==> src/rtl/seq_dtree_classifier.sv <==
// Sequential decision-tree classifier: walks a register-held node table,
// evaluating one comparison node per clock between a valid/ready feature
// input and a valid/ready class output.
// Optional macro DTREE_SHIFT_CMP_EN: non-leaf compares use
// (feat >> shift) <= thr instead of the full-width feat <= thr.
module seq_dtree_classifier #(
    parameter int N_FEAT    = 8,
    parameter int FEAT_W    = 8,
    parameter int N_NODES   = 32,
    parameter int CLASS_W   = 5,
    parameter int MAX_STEPS = 16,
    localparam int NODE_AW  = $clog2(N_NODES),
    localparam int IDX_W    = $clog2(N_FEAT),
    localparam int NODE_W   = 1 + IDX_W + FEAT_W + 2*NODE_AW + 3
) (
    input  logic                     clk,
    input  logic                     rst_n,
    input  logic                     in_valid,
    output logic                     in_ready,
    input  logic [N_FEAT*FEAT_W-1:0] in_feat,
    output logic                     out_valid,
    input  logic                     out_ready,
    output logic [CLASS_W-1:0]       out_class,
    output logic                     out_err,
    input  logic                     cfg_we,
    input  logic [NODE_AW-1:0]       cfg_addr,
    input  logic [NODE_W-1:0]        cfg_data
);

    localparam int STEP_W = (MAX_STEPS > 1) ? $clog2(MAX_STEPS) : 1;

    typedef enum logic [1:0] {IDLE, EVAL, DONE} state_t;

    state_t                    state, state_nxt;
    logic [NODE_W-1:0]         node_tbl [N_NODES];
    logic [N_FEAT*FEAT_W-1:0]  feat_q;
    logic [NODE_AW-1:0]        cur;
    logic [STEP_W-1:0]         steps;

    logic [NODE_W-1:0]         node;
    logic                      node_leaf;
    logic [IDX_W-1:0]          node_fidx;
    logic [FEAT_W-1:0]         node_thr;
    logic [NODE_AW-1:0]        node_left;
    logic [NODE_AW-1:0]        node_right;
    logic [2:0]                node_shift;
    logic [FEAT_W-1:0]         feat_sel;
    logic [FEAT_W-1:0]         cmp_val;
    logic                      go_left;
    logic                      last_step;

    // Current node word, read combinationally; indices past the table read as an all-zero node.
    always_comb begin
        node = '0;
        if (int'(cur) < N_NODES) node = node_tbl[cur];
    end

    assign {node_leaf, node_fidx, node_thr, node_left, node_right, node_shift} = node;

    // Select the addressed feature; out-of-range indices fall back to feature 0.
    always_comb begin
        // NOTE: every signal assigned in always_comb gets a default first so no latch is inferred.
        feat_sel = feat_q[FEAT_W-1:0];
        for (int i = 1; i < N_FEAT; i++) begin
            if (int'(node_fidx) == i) feat_sel = feat_q[i*FEAT_W +: FEAT_W];
        end
    end

`ifdef DTREE_SHIFT_CMP_EN
    logic [2:0] shift_sat;

    // Coarse compare: drop the low shift bits of the feature, saturating the shift at FEAT_W-1.
    always_comb begin
        shift_sat = node_shift;
        if (int'(node_shift) > FEAT_W - 1) shift_sat = 3'(FEAT_W - 1);
        cmp_val = feat_sel >> shift_sat;
    end
`else
    logic unused_shift;

    // Full-width compare; the shift field is stored but has no effect.
    always_comb begin
        cmp_val      = feat_sel;
        unused_shift = ^node_shift;
    end
`endif

    assign go_left   = (cmp_val <= node_thr);
    assign last_step = (steps == STEP_W'(MAX_STEPS - 1));

    // State register.
    always_ff @(posedge clk or negedge rst_n) begin
        // NOTE: sequential state uses non-blocking assignments so every register samples pre-edge values.
        if (!rst_n) state <= IDLE;
        else        state <= state_nxt;
    end

    // Next-state logic: accept in IDLE, walk nodes in EVAL, hold the result in DONE.
    always_comb begin
        state_nxt = state;
        case (state)
            IDLE:    if (in_valid)                state_nxt = EVAL;
            EVAL:    if (node_leaf || last_step)  state_nxt = DONE;
            DONE:    if (out_ready)               state_nxt = IDLE;
            default:                              state_nxt = IDLE;
        endcase
    end

    // Handshake outputs decoded from the state.
    always_comb begin
        in_ready  = (state == IDLE);
        out_valid = (state == DONE);
    end

    // Datapath: latch features on accept, step through nodes, register the result.
    always_ff @(posedge clk or negedge rst_n) begin
        if (!rst_n) begin
            feat_q    <= '0;
            cur       <= '0;
            steps     <= '0;
            out_class <= '0;
            out_err   <= 1'b0;
        end else begin
            case (state)
                IDLE: begin
                    if (in_valid) begin
                        feat_q <= in_feat;
                        cur    <= '0;
                        steps  <= '0;
                    end
                end
                EVAL: begin
                    if (node_leaf) begin
                        out_class <= node_thr[CLASS_W-1:0];
                        out_err   <= 1'b0;
                    end else if (last_step) begin
                        out_class <= '0;
                        out_err   <= 1'b1;
                    end else begin
                        cur   <= go_left ? node_left : node_right;
                        steps <= steps + 1'b1;
                    end
                end
                default: ;
            endcase
        end
    end

    // Node table: writable only while idle so an inference always sees a stable tree.
    always_ff @(posedge clk or negedge rst_n) begin
        if (!rst_n) begin
            // NOTE: the table is cleared on reset so an unprogrammed block deterministically ends in out_err.
            for (int i = 0; i < N_NODES; i++) node_tbl[i] <= '0;
        end else if (state == IDLE && cfg_we && int'(cfg_addr) < N_NODES) begin
            node_tbl[cfg_addr] <= cfg_data;
        end
    end

endmodule

==> config.mk <==
export PLATFORM = sky130hd
export DESIGN_NAME = seq_dtree_classifier
export DESIGN_NICKNAME = d
export VERILOG_FILES = /design/src/rtl/seq_dtree_classifier.sv
export SDC_FILE = /design/constraint.sdc
export NUM_CORES = 1
export LEC_CHECK = 0
export ABC_AREA = 0
export BUFFER_PORTS_ARGS = -buffer_cell sky130_fd_sc_hd__buf_2
export CAP_MARGIN = 10
export CORE_ASPECT_RATIO = 0.9
export CORE_MARGIN = 3
export CORE_UTILIZATION = 45
export CTS_CLUSTER_SIZE = 30
export DETAILED_ROUTE_END_ITERATION = 8
export GPL_ROUTABILITY_DRIVEN = 1
export GPL_TIMING_DRIVEN = 1
export PLACE_DENSITY_LB_ADDON = 0.3
export SLEW_MARGIN = 20
export SYNTH_ARGS = -nofsm -noshare
export SYNTH_HDL_FRONTEND = slang
export SYNTH_SLANG_ARGS = --single-unit
==> constraint.sdc <==
create_clock -name clk -period 8.29 [get_ports clk]
set_clock_uncertainty 0.2 [all_clocks]
set_input_delay 0.829 -clock clk [delete_from_list [all_inputs] [get_ports clk]]
set_output_delay 0.829 -clock clk [all_outputs]
set_load 0.02 [all_outputs]
==> results.py <==
metrics = {
    "detailed_routing": {
        "detail_route.wl_per_cell_microns": 26.1,
        "dr.pass1.iters": 5,
        "route.detailed.drc": 0,
        "drtIter0Drc": 1931,
        "ant_nets": 0,
        "vias": 21000,
        "wl_mm": 92.3,
        "vias_per_cell": 5.93,
    },
    "timing": {
        "fmax_mhz": 151,
        "hold_ws_ns": 0.0626,
        "fin_tns_setup_ns": 0,
        "worst_slew_margin_rel": 0.200,
        "worst_pin_slew_ns": 1.20,
        "slew_violations": 0,
        "hold_viol_final": 0,
        "rsz0062_at_grt": "no",
        "period_share": 0.796,
        "setup_viol": 0,
        "fin_crit_ns": 6.60,
        "worst_slack_ns": 1.69,
    },
    "clock_network": {
        "cts.clk_slew.worst_paths_ns": 0.06,
        "post_cts_resized": 0,
        "clock-root-buffer": "clkbuf_16",
        "clk_path_buf_depth": 3,
        "cts_setup_buffers": 0,
        "postCtsHoldBufs": 0,
        "h-tree-depth": 3,
        "tritoncts": "yes",
        "cts.sinks": 785,
        "clkLatencyLatePin_ns": 0.64,
        "cts_buffers": 83,
    },
    "floorplanning": {
        "ios": 107,
        "die_h_microns": 274,
        "die_area_sq_um": 83300,
        "fp-row-count": 97,
        "coreArea_sq_um": 78500,
        "die_w_microns": 304,
        "start_util": 0.458,
    },
    "logic_synthesis": {
        "synth_seq_area_share": 0.546,
        "synthCells": 2416,
        "syn_area_sq_um": 36000,
        "synth_seq_cells": 785,
        "synth_cell_types": 51,
        "async_reset_ff_frac": 1.00,
        "ys.flop_type": "dfrtp_1",
        "synth_edf_count": 0,
        "synth_warnings": 0,
        "synth_nets": 2524,
        "syn_area_per_cell_sq_um": 14.9,
    },
    "worst_setup_path": {
        "cp.arrival_ns": 6.92,
        "r2r-start": "cur[0]",
        "crit_path_cell_trace": "mux4_2 -> mux2_2 -> nand3_1 -> and4_1 -> buf_4 -> nand4_1 -> mux2_2 -> nand4b_1 -> ha_1 -> a21o_1 -> a221o_1 -> a221oi_1 -> a31o_2 -> mux4_2 -> a41o_1",
        "path_class": "flip-flop to flip-flop",
        "critPathLaunchType": "flip-flop",
        "cp.required_ns": 8.61,
        "rrSetupSlack_ns": 1.69,
        "rr_worst_depth": 15,
        "end_kind": "flip-flop",
        "slowest_delay_ns": 0.96,
        "r2r-end": "cur[3]",
        "cp_slowest_cell": "dfrtp_4",
        "worst-path-max-fanout": 41,
        "worstSetupEndpoint": "cur[3]",
        "cp-startpoint": "cur[0]",
    },
    "pwr": {
        "peakVddDrop_mv": 0.234,
        "p_per_area_nw_per_um2": 299,
        "power.leakage_uw": 0.0188,
    },
    "job": {
        "cap_violations": 0,
    },
    "place": {
        "portBuffers": 103,
        "dpl.hpwl_mm": 53.7,
        "finalWeightedCongestion": 0.840,
        "place_ws_ns": 1.71,
        "place_inst": 3386,
    },
    "status": {
        "status": "finished clean",
    },
    "global_route": {
        "overflow": 0,
        "grt_pass1_wl_mm": 141,
        "grt_max_degree": 194,
        "antenna_found_initial": 3,
        "track_usage": 0.223,
        "grt_pass1_vias": 22500,
    },
    "final_layout": {
        "nets": 2544,
        "final_cell_mix": "781 x dfrtp_1, 717 x mux2_2, 236 x nand2_1",
        "final_common_cell": "dfrtp_1",
        "area_growth_syn_to_layout_pct": 12.2,
        "final_util": 0.514,
        "instances_no_fill": 3542,
        "final_layout_size_suffix_gt1_frac": 0.496,
    },
    "worst_hold_path": {
        "hp-class": "primary input to asynchronous set/reset pin",
    },
}
## worst max-delay path, delay by kind of cell (launching register included)
family,cells,cell delay (ns)
simple gates,4,1.22
flops,1,0.96
compound gates,5,1.58
buf+inv,1,0.35
fa+ha+maj,1,0.25
mux,4,1.83
## metal layers
metal	vias to the layer above	global-route usage	part of all wire
met3	157	0.0421	0.052
li1	8872	-	-
met1	11400	0.316	0.45
met5	-	0	0.00028
met4	4	0.0631	0.027
met2	538	0.355	0.47
## synthesized netlist by cell type (9+ instances only)
cell	instances	share of area
mux2_2	717	0.22
a21oi_1	9	0.0013
dfrtp_1	785	0.55
buf_2	40	0.0056
clkbuf_1	131	0.014
o21ai_0	17	0.0024
ha_1	9	0.0031
nand4_1	12	0.0021
nor2_1	30	0.0031
nor2b_1	10	0.0017
mux4_2	206	0.13
buf_1	41	0.0043
nand3_1	29	0.0040
mux2i_1	43	0.012
nand2_1	237	0.025
## per-stage QoR
| step | total power (uW) | instance area [sq um] |
|---|---|---|
| 5_1_grt | 12700 | 40300 |
| 2_1_floorplan | 7430 | 36000 |
| 3_5_place_dp | 8350 | 37400 |
| 6_report | 12100 | 40300 |
| 3_3_place_gp | 8170 | 37400 |
| 4_1_cts | 12100 | 40200 |
## final cells by class
cell class / count / area, sq um
Tap cell: 1039 / 1300
Antenna cell: 1 / 2.50
Sequential cell: 785 / 19700
Clock buffer: 123 / 2420
Multi-Input combinational cell: 1404 / 15500
Inverter: 5 / 18.8
Timing Repair Buffer: 157 / 1100
Clock inverter: 28 / 340
Fill cell: 6335 / 38200
## cells by family after synthesis
logic type      count (synthesis)  share of synthesized area
mux                           967                      0.366
flops                         785                      0.546
simple gates                  352                     0.0426
buf+inv                       227                     0.0264
compound gates                 76                     0.0152
fa+ha+maj                       9                    0.00313
## power breakdown
part / internal (uW) / switching, uW
registers: 4790 / 560
logic: 1540 / 1410
clock network: 2220 / 1550
total: 8540 / 3520
## state kept, by name, summed over array words and instances, names as in the netlist
name	count
out_err	1
cur	5
state	2
steps	4
feat_q	64
node_tbl	704
out_class	5
## worst min-delay path by stage
stage | startpoint | slack [ns] | endpoint | cells past startpoint
after global routing | in_feat[46] | 0.16 | feat_q[46] | 3
after detailed placement | feat_q[49] | 0.26 | feat_q[49] | 2
after global placement | feat_q[11] | 0.26 | feat_q[11] | 2
final | rst_n | 0.06 | node_tbl[79] | 1
after CTS | rst_n | 0.13 | node_tbl[79] | 1
after floorplan | feat_q[40] | 0.24 | feat_q[40] | 2
No activity file was read; power rests on OpenSTA's default activity.
